[src/rtl/multicycle_control.sv]
// Multi-cycle control unit: sequences one instruction through FETCH..writeback and
// drives every datapath select/strobe, plus a sticky illegal-opcode flag and retire counter.
module multicycle_control #(
    parameter int                   OP_W        = 6,
    parameter int                   ALUOP_W     = 3,
    parameter logic [ALUOP_W-1:0]   ALUOP_ADD   = 3'b000,
    parameter logic [ALUOP_W-1:0]   ALUOP_SUB   = 3'b001,
    parameter logic [ALUOP_W-1:0]   ALUOP_RTYPE = 3'b111,
    parameter int                   CNT_W       = 32
) (
    input  logic               clk_i,
    input  logic               rst_i,
    input  logic [OP_W-1:0]    Op_i,
    input  logic               mem_ready_i,
    output logic               RegDst_o,
    output logic               MemtoReg_o,
    output logic               RegWrite_o,
    output logic               ALUSrcA_o,
    output logic [1:0]         ALUSrcB_o,
    output logic [ALUOP_W-1:0] ALUOp_o,
    output logic               MemRead_o,
    output logic               MemWrite_o,
    output logic               IorD_o,
    output logic               IRWrite_o,
    output logic               PCWrite_o,
    output logic               PCWriteCond_o,
    output logic [1:0]         PCSource_o,
    output logic [3:0]         state_o,
    output logic               illegal_o,
    output logic [CNT_W-1:0]   instr_cnt_o
);

    typedef enum logic [3:0] {
        S_FETCH  = 4'd0,
        S_DECODE = 4'd1,
        S_MEMADR = 4'd2,
        S_MEMRD  = 4'd3,
        S_MEMWB  = 4'd4,
        S_MEMWR  = 4'd5,
        S_RTEXEC = 4'd6,
        S_IEXEC  = 4'd7,
        S_ALUWB  = 4'd8,
        S_BRANCH = 4'd9,
        S_JUMP   = 4'd10,
        S_TRAP   = 4'd11
    } state_t;

    localparam logic [OP_W-1:0] OP_R    = OP_W'(6'b000000);
    localparam logic [OP_W-1:0] OP_ADDI = OP_W'(6'b001000);
    localparam logic [OP_W-1:0] OP_LW   = OP_W'(6'b100011);
    localparam logic [OP_W-1:0] OP_SW   = OP_W'(6'b101011);
    localparam logic [OP_W-1:0] OP_BEQ  = OP_W'(6'b000100);
    localparam logic [OP_W-1:0] OP_J    = OP_W'(6'b000010);

    state_t             state_q;
    state_t             state_next;
    logic               retire;
    logic               illegal_q;
    logic [CNT_W-1:0]   cnt_q;

    // NOTE: sequential state uses non-blocking assignments so every register
    // samples the pre-edge values, independent of statement order.
    always_ff @(posedge clk_i) begin
        if (rst_i) begin
            state_q   <= S_FETCH;
            illegal_q <= 1'b0;
            cnt_q     <= '0;
        end else begin
            state_q <= state_next;
            if (state_next == S_TRAP)
                illegal_q <= 1'b1;
            if (retire)
                cnt_q <= cnt_q + CNT_W'(1);
        end
    end

    // NOTE: defaults at the top of every combinational block keep each output
    // assigned on all paths, so no latches are inferred.
    always_comb begin
        state_next = state_q;
        retire     = 1'b0;
        case (state_q)
            S_FETCH:  if (mem_ready_i) state_next = S_DECODE;
            S_DECODE: begin
                case (Op_i)
                    OP_LW, OP_SW: state_next = S_MEMADR;
                    OP_R:         state_next = S_RTEXEC;
                    OP_ADDI:      state_next = S_IEXEC;
                    OP_BEQ:       state_next = S_BRANCH;
                    OP_J:         state_next = S_JUMP;
                    default:      state_next = S_TRAP;
                endcase
            end
            S_MEMADR: state_next = (Op_i == OP_LW) ? S_MEMRD : S_MEMWR;
            S_MEMRD:  if (mem_ready_i) state_next = S_MEMWB;
            S_MEMWR: begin
                if (mem_ready_i) begin
                    state_next = S_FETCH;
                    retire     = 1'b1;
                end
            end
            S_RTEXEC, S_IEXEC: state_next = S_ALUWB;
            S_MEMWB, S_ALUWB, S_BRANCH, S_JUMP: begin
                state_next = S_FETCH;
                retire     = 1'b1;
            end
            S_TRAP:   state_next = S_TRAP;
            // Encodings 12-15 can only come from an upset; park in TRAP.
            default:  state_next = S_TRAP;
        endcase
    end

    always_comb begin
        RegDst_o      = 1'b0;
        MemtoReg_o    = 1'b0;
        RegWrite_o    = 1'b0;
        ALUSrcA_o     = 1'b0;
        ALUSrcB_o     = 2'b00;
        ALUOp_o       = ALUOP_ADD;
        MemRead_o     = 1'b0;
        MemWrite_o    = 1'b0;
        IorD_o        = 1'b0;
        IRWrite_o     = 1'b0;
        PCWrite_o     = 1'b0;
        PCWriteCond_o = 1'b0;
        PCSource_o    = 2'b00;
        if (!rst_i) begin
            case (state_q)
                S_FETCH: begin
                    MemRead_o = 1'b1;
                    ALUSrcB_o = 2'b01;
                    IRWrite_o = mem_ready_i;
                    PCWrite_o = mem_ready_i;
                end
                S_DECODE: ALUSrcB_o = 2'b11;
                S_MEMADR, S_IEXEC: begin
                    ALUSrcA_o = 1'b1;
                    ALUSrcB_o = 2'b10;
                end
                S_MEMRD: begin
                    MemRead_o = 1'b1;
                    IorD_o    = 1'b1;
                end
                S_MEMWB: begin
                    MemtoReg_o = 1'b1;
                    RegWrite_o = 1'b1;
                end
                S_MEMWR: begin
                    MemWrite_o = 1'b1;
                    IorD_o     = 1'b1;
                end
                S_RTEXEC: begin
                    ALUSrcA_o = 1'b1;
                    ALUOp_o   = ALUOP_RTYPE;
                end
                S_ALUWB: begin
                    RegWrite_o = 1'b1;
                    RegDst_o   = (Op_i == OP_R);
                end
                S_BRANCH: begin
                    ALUSrcA_o     = 1'b1;
                    ALUOp_o       = ALUOP_SUB;
                    PCWriteCond_o = 1'b1;
                    PCSource_o    = 2'b01;
                end
                S_JUMP: begin
                    PCWrite_o  = 1'b1;
                    PCSource_o = 2'b10;
                end
                default: ;
            endcase
        end
    end

    assign state_o     = state_q;
    assign illegal_o   = illegal_q;
    assign instr_cnt_o = cnt_q;

endmodule
[config.mk]
export PLATFORM = sky130hd
export DESIGN_NAME = multicycle_control
export DESIGN_NICKNAME = d
export VERILOG_FILES = /design/src/rtl/multicycle_control.sv
export SDC_FILE = /design/constraint.sdc
export NUM_CORES = 1
export LEC_CHECK = 0
export BUFFER_PORTS_ARGS = -buffer_cell sky130_fd_sc_hd__clkbuf_2
export CORE_MARGIN = 2
export CORE_UTILIZATION = 56
export DETAILED_ROUTE_END_ITERATION = 10
export PLACE_DENSITY = 0.92
export SLEW_MARGIN = 20
export SYNTH_ARGS = -nofsm -noshare
export SYNTH_HDL_FRONTEND = slang
export SYNTH_SLANG_ARGS = --single-unit
[constraint.sdc]
create_clock -name clk_i -period 4.9 [get_ports clk_i]
set_clock_uncertainty 0.1 [all_clocks]
set_input_delay 0.98 -clock clk_i [delete_from_list [all_inputs] [get_ports clk_i]]
set_output_delay 0.98 -clock clk_i [all_outputs]
set_load 0.02 [all_outputs]
==> out/summary.txt <==
Post-synth cell types = 44
Post-CTS resize count = 0
Post-CTS setup buffers = 0
Status = finished, final reports clean
Final GP Congestion = 0.848
Layout Cells excl Fill = 368
Sw power = 209 uW
Avg WL per Cell = 13.8 um
Drt pass-1 iters = 4
Max Fclk = 306 MHz
Routed WL = 5060 um
Leakage = 0.931 nW
Layout cells sized above 1 = 27.5%
Setup slack after layout = 1.63 ns
Fraction of the mapped netlist area in adder cells = 0.566%
Worst setup SP type = input port
Worst Path Required = 3.82 ns
Die area = 0.00447 sq mm
Final Core Density = 69.5%
Data arrival time of the critical path = 2.19 ns
Vias in the first global route = 1,915
Vias = 2,125
Skew-Pair Late Insertion Delay = 0.30 ns
CTS max path bufs = 2
Dominant synthesized flop cell = dfxtp_1
# IOs = 63
Drt drc = 0
Register area share after synthesis = 33.5%
Slew Limit Fails = 0
Async set-reset flop share out of synthesis = 0%
Die width = 66.9 um
Reg2reg start = state_o[2]
Relative slew margins = 41.8%
Ant diodes = 0
Worst vdd ir = 0.188 mV
Fin crit share = 66.8%
Nets = 329
Antenna violations before repair = 0
Largest net degree at the start of global routing = 48
Rows = 22
Crit-path cells = clkbuf_2 > or3_1 > nor4b_1 > or2_2 > clkbuf_2
Power Total = 658 uW
Avg Cell Area, Syn = 8.35 sq um
Grt total ovfl = 0
Vias per cell = 5.77
Area of the mapped netlist = 0.00221 sq mm
Dpl cell area = 0.00250 sq mm
Reg2reg end = instr_cnt_o[19]
Global-route wire length before repair = 8440 um
Layout area overhead = 16.7%
Final setup viols = 0
Crit path max-delay family = simple AND/OR/NAND/NOR gates
XOR/XNOR Fraction of Synth Area = 9.90%
Power share of the clock group = 32.2%
Post-CTS Hold Buffers = 0
Crit-path most repeated cell = clkbuf_2
Design area = 0.00258 sq mm
Root buf cell = clkbuf_8
CP peak stage delay = 0.42 ns
Synth Warn # = 0
Worst Hold Slack = 0.363 ns
Syn nets = 275
Sequential share of power = 50.0%
Comb power frac = 17.9%
Max_cap viols = 0
Number of clock sinks = 37
TritonCTS buffer count = 5
Setup_tns = 0 ns
PD cells = 255 mW/mm^2
RSZ-0062 raised after global routing = false
Crit Path Class = in2out
CP max stage cell = nor4b_1
Worst slew pin tran = 0.870 ns
H-tree depth = 2
GRT Total Usage = 24.7%
Placed insts = 360
Core area = 0.00372 sq mm
Main combinational cell family by area after synthesis = simple AND/OR/NAND/NOR gates
Syn Inst Count = 265
Multiplexer share of the synthesized area = 0.452%
R2R depth = 5
Register bit total from synthesis = 37
Simple-Gate Fraction of Synth Area = 29.7%
Initial Util = 59.5%
Port bufs = 62
Worst Setup SP = rst_i
CP Max Fanout = 4
Synth Area in Compound Gates = 20.5%
Fin crit period = 3.27 ns
Critical Path Sink Type = output pin
Crit path capture = PCWrite_o
Final ANT Viol Nets = 0
Pint = 449 uW
Fin. Hold Viols = 0
Sw frac = 31.7%
Min-Delay Path Class = reg2reg
Dpl ws = 1.63 ns
Clock Pin Slew Worst Setup and Hold Paths = 0.07 ns
Initial DRC count = 201
Crit path buf inv count = 2
Cell depth of the worst setup path = 5
TritonCTS clock tree = done
Post-synth EDFFs = 0
Post-DP HPWL = 3480 um
Die H = 66.9 um
Reg2reg setup slack = 2.21 ns
worst min path at each step:
| stage | endpoint | slack (ns) | cells past startpoint | from |
|---|---|---|---|---|
| 4_1_cts | illegal_o | 0.37 | 2 | illegal_o |
| 3_5_place_dp | illegal_o | 0.36 | 2 | illegal_o |
| 3_3_place_gp | illegal_o | 0.35 | 2 | illegal_o |
| 6_report | illegal_o | 0.36 | 2 | illegal_o |
| 5_1_grt | illegal_o | 0.38 | 2 | illegal_o |
| 2_1_floorplan | illegal_o | 0.43 | 2 | illegal_o |
layout make-up:
type                            count  area [sq um]
Clock buffer                        5          68.8
Clock inverter                      3          17.5
Inverter                            7          26.3
Fill cell                         322          1130
Tap cell                           48          60.1
Multi-Input combinational cell    205          1350
Timing Repair Buffer               63           318
Sequential cell                    37           741
metal layers:
layer | GRT usage [%] | share of wire [%] | vias to the layer above
li1 | - | - | 1072
met1 | 30.9 | 47 | 974
met4 | 13.0 | 2.3 | 0
met5 | 0 | 0 | -
met3 | 4.73 | 5.6 | 12
met2 | 39.9 | 45 | 67
kinds of logic after synthesis:
logic type,count (synthesis)
AOI/OAI and AO/OA,53
adders and majority gates,1
and+or+nand+nor,125
DFF,37
xor gates and xnor gates,25
muxes,1
buffers and inverters,23
placed cells by master (no fill, tap or decap), types with 8 or more instances in the layout:
| cell type | Yosys | layout |
|---|---|---|
| clkbuf_2 | 0 | 62 |
| a21oi_1 | 17 | 17 |
| dfxtp_1 | 37 | 37 |
| or3_1 | 8 | 8 |
| nor3_1 | 8 | 8 |
| nor2_1 | 43 | 43 |
| nand3_1 | 11 | 11 |
| nand2_1 | 18 | 18 |
| xnor2_1 | 19 | 19 |
power by group through the flow:
stage | registers, mW | logic [mW] | clock network, mW
6_report | 0.329 | 0.118 | 0.212
3_3_place_gp | 0.335 | 0.114 | 0
2_1_floorplan | 0.334 | 0.0885 | 0
5_1_grt | 0.331 | 0.130 | 0.227
3_5_place_dp | 0.335 | 0.116 | 0
4_1_cts | 0.328 | 0.117 | 0.216
state kept, by name, indices dropped and copies added (netlist names):
name and count:
illegal_o 1, instr_cnt_o 32, state_o 4
Yosys cell counts (4+ instances only):
| master | count | area, sq um |
|---|---|---|
| nor2_1 | 43 | 161 |
| dfxtp_1 | 37 | 741 |
| xnor2_1 | 19 | 166 |
| nand2_1 | 18 | 67.6 |
| a21oi_1 | 17 | 85.1 |
| nand3_1 | 11 | 55.1 |
| clkbuf_1 | 8 | 30.0 |
| nor3_1 | 8 | 40.0 |
| or3_1 | 8 | 50.1 |
| a2111oi_2 | 7 | 105 |
| inv_1 | 7 | 26.3 |
| nand4_1 | 7 | 43.8 |
| o21ai_0 | 7 | 35.0 |
| xor2_1 | 6 | 52.6 |
| and4_1 | 5 | 43.8 |
| nand2b_1 | 4 | 25.0 |
| nor4b_1 | 4 | 35.0 |
| o31ai_1 | 4 | 30.0 |
worst register-to-register path, delay by kind of cell, from the launching register on:
family	cells	cell delay, ns
simple gates	3	1.00
flops	1	0.69
compound gates	1	0.60
xor+xnor	1	0.19
Power figures use the tool's default switching activity.
